## config.mk

```make
export PLATFORM = sky130hd
export DESIGN_NAME = uart_tx_drain_flat
export DESIGN_NICKNAME = d
export VERILOG_FILES = /design/src/rtl/uart_tx_drain_if.sv /design/src/rtl/uart_tx_drain.sv /design/src/flat_wrapper.sv
export SDC_FILE = /design/constraint.sdc
export NUM_CORES = 1
export LEC_CHECK = 0
export BUFFER_PORTS_ARGS = -buffer_cell sky130_fd_sc_hd__clkbuf_2
export CAP_MARGIN = 10
export CELL_PAD_IN_SITES_DETAIL_PLACEMENT = 1
export CELL_PAD_IN_SITES_GLOBAL_PLACEMENT = 1
export CORE_ASPECT_RATIO = 1.5
export CORE_MARGIN = 3
export CORE_UTILIZATION = 46
export CTS_CLUSTER_SIZE = 20
export DETAILED_ROUTE_END_ITERATION = 8
export GPL_TIMING_DRIVEN = 0
export HOLD_SLACK_MARGIN = 0.15
export PLACE_DENSITY_LB_ADDON = 0.2
export SLEW_MARGIN = 25
export SYNTH_ARGS = -nofsm -noshare
export SYNTH_HDL_FRONTEND = slang
export SYNTH_SLANG_ARGS = --single-unit
```

## constraint.sdc

```tcl
create_clock -name clk -period 2.7 [get_ports clk]
set_clock_uncertainty 0.1 [all_clocks]
set_input_delay 0.27 -clock clk [delete_from_list [all_inputs] [get_ports clk]]
set_output_delay 0.27 -clock clk [all_outputs]
set_load 0.02 [all_outputs]
```

## src/rtl/uart_tx_drain_if.sv

```systemverilog
// Read port of the byte FIFO as seen by the UART transmitter that drains it.
// master is the consumer (issues pops), slave is the FIFO.
interface uart_tx_drain_if #(
  parameter int DATA_WIDTH = 8
);
  logic                  fifo_empty;
  logic [DATA_WIDTH-1:0] fifo_dout;
  logic                  fifo_rd_en;

  modport master (
    input  fifo_empty,
    input  fifo_dout,
    output fifo_rd_en
  );

  modport slave (
    output fifo_empty,
    output fifo_dout,
    input  fifo_rd_en
  );
endinterface

```

## src/rtl/uart_tx_drain.sv

```systemverilog
// UART transmitter that pops bytes from a registered-read FIFO and serialises them
// LSB-first with start, optional parity and 1 or 2 stop bits, back-to-back while data remains.
module uart_tx_drain #(
  parameter int CLKS_PER_BIT = 868,
  parameter int DATA_WIDTH   = 8,
  parameter int PARITY_EN    = 0,
  parameter int PARITY_ODD   = 0,
  parameter int STOP_BITS    = 1
) (
  input  logic            clk,
  input  logic            rst,
  input  logic            tx_en,
  uart_tx_drain_if.master fifo,
  output logic            tx,
  output logic            busy,
  output logic            frame_done
);

  localparam int CNT_W = $clog2(CLKS_PER_BIT);
  localparam int IDX_W = $clog2(DATA_WIDTH + 1);
  localparam logic [CNT_W-1:0] CNT_LAST  = CNT_W'(CLKS_PER_BIT - 1);
  localparam logic [IDX_W-1:0] DATA_LAST = IDX_W'(DATA_WIDTH - 1);
  localparam logic [IDX_W-1:0] STOP_LAST = IDX_W'(STOP_BITS - 1);

  typedef enum logic [2:0] {
    IDLE,
    FETCH,
    LOAD,
    START,
    DATA,
    PARITY,
    STOP
  } state_t;

  function automatic logic frame_parity(input logic [DATA_WIDTH-1:0] d);
    return (^d) ^ (PARITY_ODD != 0);
  endfunction

  state_t                state_q, state_d;
  logic [CNT_W-1:0]      cnt_q, cnt_d;
  logic [IDX_W-1:0]      idx_q, idx_d;
  logic                  tx_q, tx_d;
  logic                  rd_en_q, rd_en_d;
  logic                  done_q, done_d;
  logic [DATA_WIDTH-1:0] shreg_q, shreg_d, shreg_sh;
  logic                  par_q, par_d;
  logic                  last_tick;

  assign last_tick = (cnt_q == CNT_LAST);
  assign shreg_sh  = shreg_q >> 1;

  always_comb begin
    state_d = state_q;
    cnt_d   = cnt_q;
    idx_d   = idx_q;
    tx_d    = tx_q;
    rd_en_d = 1'b0;
    done_d  = 1'b0;
    shreg_d = shreg_q;
    par_d   = par_q;

    case (state_q)
      IDLE: begin
        tx_d = 1'b1;
        if (tx_en && !fifo.fifo_empty) begin
          rd_en_d = 1'b1;
          state_d = FETCH;
        end
      end

      // Pop is sampled by the FIFO at the end of this cycle.
      FETCH: begin
        state_d = LOAD;
      end

      // fifo_dout is valid now, one cycle after the pop was sampled.
      LOAD: begin
        shreg_d = fifo.fifo_dout;
        par_d   = frame_parity(fifo.fifo_dout);
        tx_d    = 1'b0;
        cnt_d   = '0;
        state_d = START;
      end

      START: begin
        if (last_tick) begin
          cnt_d   = '0;
          idx_d   = '0;
          tx_d    = shreg_q[0];
          state_d = DATA;
        end else begin
          cnt_d = cnt_q + CNT_W'(1);
        end
      end

      DATA: begin
        if (last_tick) begin
          cnt_d   = '0;
          shreg_d = shreg_sh;
          if (idx_q == DATA_LAST) begin
            idx_d = '0;
            if (PARITY_EN != 0) begin
              tx_d    = par_q;
              state_d = PARITY;
            end else begin
              tx_d    = 1'b1;
              state_d = STOP;
            end
          end else begin
            idx_d = idx_q + IDX_W'(1);
            tx_d  = shreg_sh[0];
          end
        end else begin
          cnt_d = cnt_q + CNT_W'(1);
        end
      end

      PARITY: begin
        if (last_tick) begin
          cnt_d   = '0;
          idx_d   = '0;
          tx_d    = 1'b1;
          state_d = STOP;
        end else begin
          cnt_d = cnt_q + CNT_W'(1);
        end
      end

      // idx counts stop bits here; the final one returns to IDLE with the done pulse.
      STOP: begin
        if (last_tick) begin
          cnt_d = '0;
          if (idx_q == STOP_LAST) begin
            idx_d   = '0;
            tx_d    = 1'b1;
            done_d  = 1'b1;
            state_d = IDLE;
          end else begin
            idx_d = idx_q + IDX_W'(1);
          end
        end else begin
          cnt_d = cnt_q + CNT_W'(1);
        end
      end

      default: begin
        tx_d    = 1'b1;
        cnt_d   = '0;
        idx_d   = '0;
        state_d = IDLE;
      end
    endcase
  end

  always_ff @(posedge clk or posedge rst) begin
    if (rst) begin
      state_q <= IDLE;
      cnt_q   <= '0;
      idx_q   <= '0;
      tx_q    <= 1'b1;
      rd_en_q <= 1'b0;
      done_q  <= 1'b0;
    end else begin
      state_q <= state_d;
      cnt_q   <= cnt_d;
      idx_q   <= idx_d;
      tx_q    <= tx_d;
      rd_en_q <= rd_en_d;
      done_q  <= done_d;
    end
  end

  // Shift register and parity are only read after LOAD, so they carry no reset.
  always_ff @(posedge clk) begin
    shreg_q <= shreg_d;
    par_q   <= par_d;
  end

  assign tx              = tx_q;
  assign frame_done      = done_q;
  assign busy            = (state_q != IDLE);
  assign fifo.fifo_rd_en = rd_en_q;

endmodule

```

## src/flat_wrapper.sv

```systemverilog
// flat-port wrapper written by rule: the top's interface ports become plain ports
module uart_tx_drain_flat 
#(
  parameter int CLKS_PER_BIT = 868,
  parameter int DATA_WIDTH   = 8,
  parameter int PARITY_EN    = 0,
  parameter int PARITY_ODD   = 0,
  parameter int STOP_BITS    = 1
)
  (clk, rst, tx_en, tx, busy, frame_done, fifo_fifo_empty, fifo_fifo_dout, fifo_fifo_rd_en);
  uart_tx_drain_if #(.DATA_WIDTH(DATA_WIDTH)) fifo_i ();
  input  logic clk;
  input  logic rst;
  input  logic tx_en;
  output logic tx;
  output logic busy;
  output logic frame_done;
  input wire logic [$bits(fifo_i.fifo_empty)-1:0] fifo_fifo_empty;
  input wire logic [$bits(fifo_i.fifo_dout)-1:0] fifo_fifo_dout;
  output wire logic [$bits(fifo_i.fifo_rd_en)-1:0] fifo_fifo_rd_en;
  assign fifo_i.fifo_empty = fifo_fifo_empty;
  assign fifo_i.fifo_dout = fifo_fifo_dout;
  assign fifo_fifo_rd_en = fifo_i.fifo_rd_en;
  uart_tx_drain #(.CLKS_PER_BIT(CLKS_PER_BIT), .DATA_WIDTH(DATA_WIDTH), .PARITY_EN(PARITY_EN), .PARITY_ODD(PARITY_ODD), .STOP_BITS(STOP_BITS)) u_core (.clk(clk), .rst(rst), .tx_en(tx_en), .fifo(fifo_i), .tx(tx), .busy(busy), .frame_done(frame_done));
endmodule
```

Word level (Yosys, flattened, before mapping)

Index checks and enable logic that the tools add are counted.

Logic and storage cells: 71
Output and inout bits: 4
Bits in registers: 28
Input bits: 12

Equal/unequal tests: 16
Add/subtract/negate cells: 2
Reduce and logical (&&, ||, !) cells: 14
Bitwise operators: 2
Mux-type cells: 30

Operators with widths:

| kind                                                            | count |
|---|---|
| 3-bit 2-to-1 mux                                                | 7 |
| 3-bit one-hot mux with 7 select lines                           | 1 |
| 4-bit 2-to-1 mux                                                | 5 |
| 10-bit one-hot mux with 2 select lines                          | 1 |
| 2-bit by 1-bit != test with 1-bit output, second input constant | 8 |
| 4-bit one-hot mux with 4 select lines                           | 1 |
| 8-bit one-hot mux with 2 select lines                           | 1 |
| 1-bit 2-to-1 mux                                                | 11 |
| 10-bit by 1-bit adder with 10-bit output, second input constant | 1 |
| 10-bit == test, second input constant                           | 1 |
| 10-bit 2-to-1 mux                                               | 1 |
| 3-bit == test, second input constant                            | 3 |
| 8-bit 2-to-1 mux                                                | 1 |
| 7-bit AND reduction                                             | 1 |
| 3-bit by 2-bit == test with 1-bit output, second input constant | 2 |
| 1-bit one-hot mux with 6 select lines                           | 1 |
| 6-bit AND reduction                                             | 1 |
| 4-bit by 1-bit adder with 4-bit output, second input constant   | 1 |
| 4-bit by 3-bit == test with 1-bit output, second input constant | 1 |
| 4-bit logical NOT                                               | 1 |
| 4-bit AND reduction                                             | 1 |
| 2-bit OR reduction                                              | 2 |
| 4-bit OR reduction                                              | 1 |
| 3-bit by 1-bit == test with 1-bit output, second input constant | 1 |
| 8 further kinds                                                 | 9 |

Logic depth before layout (Yosys ltp)

Gate-level depths: netlist of the first run.

Depth after elaboration: 4
Mapped depth: 6
Gate-level depth less buffers: 6

Worst setup path before layout of the first run

No wires, ideal clock.

Path type: register -> register
From: reg u_core.cnt_q[0]
To: reg u_core.shreg_q[0] (enable)
Stages on the path, launching flop included: 7
Data required time: 2.225 ns
Period minus slack after synthesis: 2.138 ns
Setup time: 0.375 ns
Buffers on the path: 1
Arrival time: 1.663 ns
Slack: 0.562 ns
Path through: dfrtp_1 > ha_1 > and4b_2 > and3_2 > buf_6 > nand3b_1 > a21oi_1

Word-level cells in the longest chain between the ends: 3

Ends and longest elaborated chain:

| what                                                      | RTL line             | text |
|---|---|---|
| start, declared                                           | uart_tx_drain.sv:40  | `logic [CNT_W-1:0] cnt_q, cnt_d;` |
| start signal, assigned                                    | uart_tx_drain.sv:165 | `cnt_q <= cnt_d;` |
| 10-bit == test                                            | uart_tx_drain.sv:49  | `assign last_tick = (cnt_q == CNT_LAST);` |
| 2-bit by 1-bit != test with 1-bit output (no source line) | n/a                  |  |
| 2-bit AND reduction (no source line)                      | n/a                  |  |
| end signal, assigned                                      | uart_tx_drain.sv:175 | `shreg_q <= shreg_d;` |
| end, declared                                             | uart_tx_drain.sv:45  | `logic [DATA_WIDTH-1:0] shreg_q, shreg_d, shreg_sh;` |

Every way passes these cells.
A chain may end at the register's enable or synchronous reset.

Final worst setup path of the first run

Ends and elaborated chain as after synthesis.

==> results of run 1 <==
Yosys cell counts, types with 3 or more instances:
master,instances
edfxtp_1,8
dfrtp_1,19
inv_1,9
nand2_1,5
mux2_2,8
nand3b_1,5
xor2_1,4
xnor2_1,6
nand3_1,6
o21ai_0,5
ha_1,3
nor3_1,5
nor2_1,12
nor3b_1,3
a21oi_1,4
area by class of cell:
class / count / area, um2
Buffer: 6 / 36.3
Clock buffer: 3 / 41.3
Clock inverter: 1 / 30.0
Fill cell: 364 / 1410
Inverter: 9 / 33.8
Multi-Input combinational cell: 105 / 778
Sequential cell: 28 / 742
Tap cell: 40 / 50.0
Timing Repair Buffer: 18 / 105
flip-flops by register name (all words and copies together), names as in the netlist:
name	cells
u_core.shreg_q	8
u_core.tx	1
u_core.frame_done	1
u_core.cnt_q	10
u_core.state_q	3
u_core.fifo.fifo_rd_en	1
u_core.idx_q	4
kinds of logic (layout without fill, tap and decap cells):
logic type               count (synthesis)  count (layout)  synth area share [%]
AO/OA/AOI/OAI                           29              29                  14.4
XOR/XNOR                                10              10                  5.51
adder cells (fa/ha/maj)                  3               3                  2.36
buffers and inverters                   15              37                  4.41
flip-flops                              28              28                  46.7
multiplexers                             9               9                  6.29
AND/OR/NAND/NOR                         54              54                  20.4
worst max path at each step:
stage | start | to | slack [ns] | cells past startpoint
final | u_core.cnt_q[0] | u_core.shreg_q[0] | 0.26 | 6
after detailed placement | u_core.cnt_q[0] | u_core.shreg_q[7] | 0.25 | 6
after global routing | u_core.cnt_q[0] | u_core.shreg_q[0] | 0.03 | 6
after floorplan | u_core.cnt_q[0] | u_core.shreg_q[0] | 0.56 | 6
after global placement | u_core.cnt_q[0] | u_core.shreg_q[7] | 0.35 | 6
after CTS | u_core.cnt_q[0] | u_core.shreg_q[2] | 0.22 | 6
layer usage:
metal | vias to the layer above | track usage, %
met1 | 608 | 20.2
li1 | 577 | -
met5 | - | 0
met4 | 0 | 7.48
met3 | 8 | 2.85
met2 | 12 | 38.2
power by group through the flow:
stage | combinational (mW) | sequential, mW | clock (mW)
floorplan | 0.335 | 0.598 | 0
global placement | 0.441 | 0.594 | 0
detailed placement | 0.460 | 0.603 | 0
CTS | 0.470 | 0.596 | 0.337
global route | 0.517 | 0.607 | 0.356
finish | 0.462 | 0.596 | 0.323
stage by stage:
step | hold WS, ns | power [mW] | setup WS (ns) | std cells
3_3_place_gp | 0.322 | 1.04 | 0.347 | 203
6_report | 0.195 | 1.38 | 0.258 | 210
5_1_grt | 0.185 | 1.48 | 0.0323 | 210
4_1_cts | 0.184 | 1.40 | 0.219 | 210
3_5_place_dp | 0.349 | 1.06 | 0.254 | 203
2_1_floorplan | 0.133 | 0.933 | 0.562 | 148
what timing repair did:
action,in CTS,in global routing
endpoints found under the setup margin,0,0
endpoints found under the hold margin,20,0
hold buffers,3,0
worst register-to-register path: stages, from the launching register on:
cell and delay [ns]:
dfrtp_1 0.42, ha_1 0.22, and4b_2 0.30, and3_2 0.20
buf_6 0.13, nand3b_1 0.08, a21oi_1 0.65
==> qor.yml, run 1 <==
global_route:
  grt_antenna_before_repair: 0
  grt_pass1_vias: 1379
  grt_max_degree: 21
  grt_pass1_wl_mm: 6.25
  grtUsageTotal_pct: 19.9
  grt-ovfl-total: 0
setup_path:
  path_buf_inv: 1
  r2r-start: "u_core.cnt_q[0]"
  worstPathCellList: "ha_1 > and4b_2 > and3_2 > buf_6 > nand3b_1 > a21oi_1"
  worst-path-max-fanout: 8
  cp_top_family: "compound AO/OA/AOI/OAI gates"
  worst-setup-path-type: "flip-flop to flip-flop"
  reg2reg_slack_ns: 0.26
  cp-end-kind: "flip-flop"
  slowest_delay_ns: 0.65
  r2r_end: "u_core.shreg_q[0]"
  arrival_ns: 2.25
  critPathRequiredTime_ns: 2.51
  critPathSlowestCell: "a21oi_1"
  startpoint_type: "flip-flop"
  rr_worst_depth: 6
clock_tree:
  clockRootBuffer: "clkbuf_8"
  cts_resized: 0
  cts_setup_buffers: 0
  insertion_delay_ns: 0.27
  path_clk_slew_ns: 0.10
  cts-htree-levels: 1
  cts_buffer_depth: 2
  cts_tree: "built"
  numCtsBuffers: 3
  cts.sinks: 28
detailed_routing:
  dr.pass1.iters: 4
  wl_met1_mm: 1.32
  drt_iter0_markers: 6
  ant_nets: 0
  routedWlPerCell_um: 17.0
  vias: 1205
  top_layer_used: "met4"
  drt-total-wl_mm: 3.56
  vias_per_cell: 5.74
  drcViolationCount: 0
  dr_wl_met3_um: 43
  wl_met2_mm: 2.10
cells_and_area:
  fin_util_pct: 56.4
  final_cell_mix: "dfrtp_1 (19), clkbuf_2 (15), nor2_1 (12), inv_1 (9)"
  num_antenna_cells: 0
  nets: 186
  area_growth_pct: 14.2
  mostFrequentLayoutCell: "dfrtp_1"
  final_area_um2: 1820
  drive_above_1_share_pct: 24.7
yosys:
  ys_seq_area_share_pct: 46.7
  synth-seq-cells: 28
  yosysWarnings: 0
  netlist_area_um2: 1590
  syn_area_per_cell_um2: 10.7
  synth_top_flop_cell: "dfrtp_1"
  synth.top_cells.by_area: "dfrtp_1 (30%), edfxtp_1 (15%), mux2_2 (5.7%)"
  syn_nets: 163
  synth_async_sr_flop_share_pct: 71.4
  synth_cell_types: 54
  synthCells: 148
  synth_top_area_share_pct: 29.9
  synth_edf_count: 8
  yosysTopAreaCell: "dfrtp_1"
power_and_ir_drop:
  swShare_pct: 33.7
  peakVddDrop_v: 0.000404
  power_frac_comb_pct: 33.5
  switchingPower_mw: 0.465
  leakage_nw: 0.760
  p_clk_share_pct: 23.4
  powerDensity_nw_per_um2: 760
  seqPwrFrac_pct: 43.1
  intPower_mw: 0.915
hold_path:
  min_to: "u_core.shreg_q[1]"
  hp-class: "primary input to flip-flop"
  min_path_cells: 2
  hp-start: "fifo_fifo_dout[1]"
die:
  io_pins: 16
  coreArea_um2: 3220
  die_x_um: 54.0
  dieArea_um2: 4210
  fp.dieH_um: 78.0
  start_util_pct: 49.4
  num_rows: 25
place:
  placed_area_um2: 1720
  io_buffers: 15
  place_congestion: 0.760
  hpwl_mm: 2.74
sta:
  period_needed_ns: 2.44
  drv_slew: 0
  relSlewSlack_pct: 46.7
  rsz0062_at_grt: "no"
  final-setup-viol-count: 0
  fmaxAchievable_mhz: 410
  hold_violations: 0
  fin_setup_tns_ns: 0
  worst_pin_slew_ns: 0.800
  timing.final.crit_share_pct: 90.4
run_status:
  status: "complete, no violations"
flow_run:
  cap_violations: 0
Note: power is estimated with default switching activity, not from simulation.
==> run 2: changes to the inputs <==
--- a/config.mk
+++ b/config.mk
@@ -14,9 +14,8 @@
 export CORE_UTILIZATION = 46
 export CTS_CLUSTER_SIZE = 20
 export DETAILED_ROUTE_END_ITERATION = 8
-export GPL_TIMING_DRIVEN = 0
 export HOLD_SLACK_MARGIN = 0.15
-export PLACE_DENSITY_LB_ADDON = 0.2
+export PLACE_DENSITY_LB_ADDON = 0.1
 export SLEW_MARGIN = 25
 export SYNTH_ARGS = -nofsm -noshare
 export SYNTH_HDL_FRONTEND = slang
==> run 2 against run 1 <==
Power shrank 8.5%; clock-buffer cell count unchanged; hold slack got worse by 0.0079 ns; clock power fell by 29%; critical path type unchanged.
==> qor.yml, run 2 (synthesized netlist as in run 1, its figures left out) <==
hold_path:
  hp-start: "fifo_fifo_dout[7]"
  min_to: "u_core.shreg_q[7]"
  min_path_cells: 2
  hp-class: "primary input to flip-flop"
cells_and_area:
  n_fill_cell: 374
  area_growth_pct: 11.3
  final_cell_mix: "dfrtp_1 (19), clkbuf_2 (15), nor2_1 (12), inv_1 (9)"
  multi_input_area_um2: 778
  largest_register_ffs: 10
  regArea_um2: 742
  nets: 182
  drive_above_1_share_pct: 23.5
  num_antenna_cells: 0
  top_register: "u_core.cnt_q"
  largest_registers: "u_core.cnt_q (10), u_core.shreg_q (8), u_core.idx_q (4)"
  mostFrequentLayoutCell: "dfrtp_1"
detailed_routing:
  dr.pass1.iters: 5
  vias: 1155
  drt-total-wl_mm: 3.21
  ant_nets: 0
  drt_iter0_markers: 27
  routedWlPerCell_um: 15.6
  vias_per_cell: 5.61
  drcViolationCount: 0
setup_path:
  critPathSlowestCell: "dfrtp_1"
  worst-path-max-fanout: 8
  critPathRequiredTime_ns: 2.59
  startpoint_type: "flip-flop"
  r2r-start: "u_core.cnt_q[0]"
  cp-end-kind: "flip-flop"
  cp_top_family: "simple AND/OR/NAND/NOR gates"
  arrival_ns: 1.91
  r2r_end: "u_core.shreg_q[5]"
  worstPathCellList: "ha_1 > and4b_2 > and3_2 > nand3b_1 > a21oi_1 > buf_4"
  worst-setup-path-type: "flip-flop to flip-flop"
  path_buf_inv: 1
  slowest_delay_ns: 0.43
  reg2reg_slack_ns: 0.67
  cp_num_cells: 6
  rr_worst_depth: 6
clock_tree:
  cts.sinks: 28
  cts_tree: "built"
  cts-htree-levels: 1
  insertion_delay_ns: 0.27
  path_clk_slew_ns: 0.09
  clockRootBuffer: "clkbuf_8"
  cts_buffer_depth: 2
  cts_setup_buffers: 0
  numCtsBuffers: 3
global_route:
  grt_max_degree: 21
  grt_pass1_wl_mm: 5.54
  grt_antenna_before_repair: 0
  grt_pass1_vias: 1248
  grt-ovfl-total: 0
  grtUsageTotal_pct: 17.5
power_and_ir_drop:
  seqPwrFrac_pct: 51.1
  swShare_pct: 35.8
  switchingPower_mw: 0.452
  leakage_nw: 0.733
  p_clk_share_pct: 18.0
  powerDensity_nw_per_um2: 714
  power_frac_comb_pct: 30.9
  p_total_mw: 1.26
  peakVddDrop_v: 0.000433
  intPower_mw: 0.812
sta:
  hold_violations: 0
  worst_pin_slew_ns: 0.765
  timing.final.crit_share_pct: 75.0
  final-setup-viol-count: 0
  fmaxAchievable_mhz: 494
  relSlewSlack_pct: 49.0
  drv_slew: 0
  period_needed_ns: 2.03
  rsz0062_at_grt: "no"
  fin_setup_tns_ns: 0
die:
  coreArea_um2: 3220
  io_pins: 16
  fp.dieH_um: 78.0
  die_x_um: 54.0
  dieArea_um2: 4210
  num_rows: 25
  start_util_pct: 49.4
run_status:
  status: "complete, no violations"
place:
  io_buffers: 15
  place_congestion: 0.765
  hpwl_mm: 2.49
flow_run:
  cap_violations: 0
## run 2: cell types whose count changed in the layout (fill, tap and decap cells not counted), sizes merged
| cell | change |
|---|---|
| bufinv | -1 |
| clkbuf | -2 |
| clkinv | +1 |
| buf | -2 |
## run 2: cell type report
| class | instances | area share [%] |
|---|---|---|
| clock buffers | 3 | 2.33 |
| inverters | 9 | 1.91 |
| flip-flops and latches | 28 | 41.9 |
| clock inverters | 1 | 0.212 |
| repair buffers | 20 | 6.79 |
| multi-input cells | 105 | 44.0 |
| well taps | 40 | 2.83 |
## run 2: routing by layer
metal | part of all wire [%] | vias up | wire [um] | track usage [%]
met2 | 57 | 9 | 1830 | 31.3
met5 | 0 | - | 0 | 0
met4 | 0.59 | 0 | 19 | 5.24
met1 | 41 | 572 | 1310 | 20.8
li1 | - | 572 | - | -
met3 | 1.4 | 2 | 46 | 2.28
## run 2: how the worst max path moves through the flow
stage	startpoint	endpoint
after global routing	u_core.cnt_q[0]	u_core.shreg_q[0]
final	u_core.cnt_q[0]	u_core.shreg_q[5]
after floorplan	u_core.cnt_q[0]	u_core.shreg_q[0]
after CTS	u_core.cnt_q[0]	u_core.shreg_q[5]
after global placement	u_core.state_q[0]	u_core.shreg_q[0]
after detailed placement	u_core.cnt_q[0]	u_core.shreg_q[5]
## run 2: timing repair
item	CTS	global route
hold endpoints to repair	20	0
setup endpoints to repair	0	0
hold buffers	3	0
resized for setup	0	0
## run 2: metrics by stage
stage | cells | util [%] | cell area, um2 | hold slack [ns] | worst slack [ns]
finish | 206 | 54.9 | 1770 | 0.187 | 0.674
global route | 206 | 54.9 | 1770 | 0.193 | 0.559
CTS | 206 | 54.9 | 1770 | 0.184 | 0.675
detailed placement | 199 | 52.6 | 1690 | 0.326 | 0.704
global placement | 199 | 52.6 | 1690 | 0.316 | 0.725
floorplan | 148 | - | 1590 | 0.133 | 0.562
## run 2: power by group through the flow
stage,combinational (mW),clock [mW],sequential [mW]
global route,0.440,0.258,0.664
floorplan,0.335,0,0.598
detailed placement,0.390,0,0.657
CTS,0.397,0.235,0.647
global placement,0.374,0,0.649
finish,0.390,0.228,0.645
==> run 3: changes to the inputs <==
--- a/config.mk
+++ b/config.mk
@@ -11,7 +11,7 @@
 export CELL_PAD_IN_SITES_GLOBAL_PLACEMENT = 1
 export CORE_ASPECT_RATIO = 1.5
 export CORE_MARGIN = 3
-export CORE_UTILIZATION = 46
+export CORE_UTILIZATION = 41
 export CTS_CLUSTER_SIZE = 20
 export DETAILED_ROUTE_END_ITERATION = 8
 export HOLD_SLACK_MARGIN = 0.15
==> constraint.sdc (replaced) <==
create_clock -name clk -period 1.8 [get_ports clk]
set_clock_uncertainty 0.1 [all_clocks]
set_input_delay 0.18 -clock clk [delete_from_list [all_inputs] [get_ports clk]]
set_output_delay 0.18 -clock clk [all_outputs]
set_load 0.02 [all_outputs]
==> run 3 against run 2 <==
Non-clock buffer count rose by 32; the run now ends with negative setup slack left; first-iteration DRC count up 85%; global-route usage increased by 2.0 points; sequential share of layout area decreased by 7.4 points; worst setup slack worse by 0.74 ns; register-to-register slack worse by 0.74 ns; wire length rose by 24%.
==> qor.yml, run 3 (synthesized netlist as in run 1, its figures left out) <==
run_status:
  status: "finished with violations"
  violations: "negative setup slack"
flow_run:
  cap_violations: 0
place:
  place_congestion: 0.905
  io_buffers: 15
  hpwl_mm: 2.89
  pre_cts_slack_ns: -0.0858
die:
  fp.dieH_um: 82.3
  coreArea_um2: 3720
  num_rows: 27
  io_pins: 16
  start_util_pct: 42.8
  die_x_um: 56.9
  dieArea_um2: 4680
sta:
  fin_ws_ns: -0.0622
  timing.final.crit_share_pct: 103
  period_needed_ns: 1.86
  worst_pin_slew_ns: 0.384
  fmaxAchievable_mhz: 537
  final-setup-viol-count: 10
  relSlewSlack_pct: 74.0
  drv_slew: 0
  fin_setup_tns_ns: -0.599
  hold_violations: 0
  rsz0062_at_grt: "yes"
setup_path:
  critPathRequiredTime_ns: 1.67
  worst-setup-path-type: "flip-flop to flip-flop"
  cp-end-kind: "flip-flop"
  r2r-start: "u_core.cnt_q[1]"
  critPathSlowestCell: "dfrtp_1"
  slowest_delay_ns: 0.38
  worstPathCellList: "ha_2 > and4b_2 > and3_4 > nand3b_1 > a21oi_4"
  r2r_end: "u_core.shreg_q[7]"
  startpoint_type: "flip-flop"
  worst-path-max-fanout: 8
  rr_worst_depth: 5
  arrival_ns: 1.73
  reg2reg_slack_ns: -0.06
  cp_top_family: "simple AND/OR/NAND/NOR gates"
  path_buf_inv: 0
clock_tree:
  clockRootBuffer: "clkbuf_8"
  path_clk_slew_ns: 0.10
  cts_tree: "built"
  insertion_delay_ns: 0.28
  numCtsBuffers: 3
  cts-htree-levels: 1
  cts.sinks: 28
  cts_buffer_depth: 2
power_and_ir_drop:
  powerDensity_nw_per_um2: 1100
  leakage_nw: 0.904
  peakVddDrop_v: 0.000792
detailed_routing:
  wl_met2_mm: 2.33
  vias: 1317
  dr.pass1.iters: 4
  wl_met1_mm: 1.55
  drcViolationCount: 0
  drt_iter0_markers: 50
  dr_wl_met3_um: 69
  top_layer_used: "met4"
  vias_per_cell: 5.46
  routedWlPerCell_um: 16.6
  ant_nets: 0
  drt-total-wl_mm: 3.99
cells_and_area:
  largest_register_ffs: 10
  mostFrequentLayoutCell: "buf_4"
  area_growth_pct: 35.6
  largest_registers: "u_core.cnt_q (10), u_core.shreg_q (8), u_core.idx_q (4)"
  drive_above_1_share_pct: 40.9
  num_antenna_cells: 0
  final_cell_mix: "buf_4 (25), dfrtp_1 (17), clkbuf_2 (15), dlygate4sd3_1 (11), inv_1 (9)"
  nets: 214
  n_fill_cell: 430
  top_register: "u_core.cnt_q"
hold_path:
  hp-class: "primary input to asynchronous set/reset pin"
global_route:
  grt_max_degree: 21
  grt_pass1_vias: 1513
  grt-ovfl-total: 0
  grt_pass1_wl_mm: 7.07
  grtUsageTotal_pct: 19.5
  grt_antenna_before_repair: 0
==> run 3: cell types whose count changed in the layout (fill, tap and decap cells not counted), moves of 2 or more <==
| cell | change |
|---|---|
| o21ai_2 | +2 |
| o21ai_0 | -2 |
| dlygate4sd3_1 | +8 |
| buf_4 | +23 |
| nor2_2 | +6 |
| dfrtp_1 | -2 |
| nor2_1 | -7 |
| dfrtp_2 | +2 |
==> run 3: through the flow <==
stage | util [%] | cell area [um2] | cells | power (mW) | hold slack [ns]
floorplan | - | 1600 | 148 | 1.42 | 0.0431
global placement | 50.4 | 1870 | 222 | 1.71 | 0.102
detailed placement | 50.4 | 1870 | 222 | 1.75 | 0.118
CTS | 56.3 | 2090 | 241 | 2.31 | 0.359
global route | 58.0 | 2160 | 241 | 2.52 | 0.399
finish | 58.0 | 2160 | 241 | 2.36 | 0.347
==> run 3: cell type report <==
type	instances	area, um2	area share, %
tap	43	53.8	2.50
clock buffer	3	41.3	1.92
sequential	28	744	34.5
clock inverter	1	30.0	1.39
inverter	9	33.8	1.57
timing repair buffer	52	393	18.2
multi-input combinational	105	860	39.9
==> run 3: worst max path at each step <==
stage / slack, ns / cells past startpoint / endpoint / from
6_report: -0.06 / 5 / u_core.shreg_q[7] / u_core.cnt_q[1]
2_1_floorplan: -0.09 / 6 / u_core.shreg_q[0] / u_core.cnt_q[0]
3_3_place_gp: 0.002 / 5 / u_core.shreg_q[4] / u_core.cnt_q[0]
3_5_place_dp: -0.09 / 5 / u_core.shreg_q[4] / u_core.cnt_q[1]
5_1_grt: -0.16 / 5 / u_core.shreg_q[7] / u_core.cnt_q[1]
4_1_cts: -0.08 / 5 / u_core.shreg_q[0] / u_core.cnt_q[1]
==> run 3: worst register-to-register path, cell delays in order (launching register included) <==
cell      delay, ns
dfrtp_1        0.38
ha_2           0.19
and4b_2        0.27
and3_4         0.20
nand3b_1       0.12
a21oi_4        0.29
==> run 3: what timing repair did <==
item,4_1_cts,5_1_grt
gates cloned,0,0
endpoints found under the setup margin,20,22
pin swaps,4,6
hold endpoints to repair,29,0
gates resized for setup,5,17
buffers inserted,4,0
hold buffers,11,0
==> run 3: routing by layer <==
metal / vias up / track usage, %
li1: 635 / -
met1: 662 / 20.9
met3: 4 / 2.33
met2: 16 / 38.3
met4: 0 / 7.89
met5: - / 0
==> run 3: where the power goes <==
group	internal, mW	total (mW)	switching (mW)
sequential	0.810	0.886	0.0763
clock	0.298	0.509	0.211
combinational	0.450	0.967	0.517
total	1.56	2.36	0.804
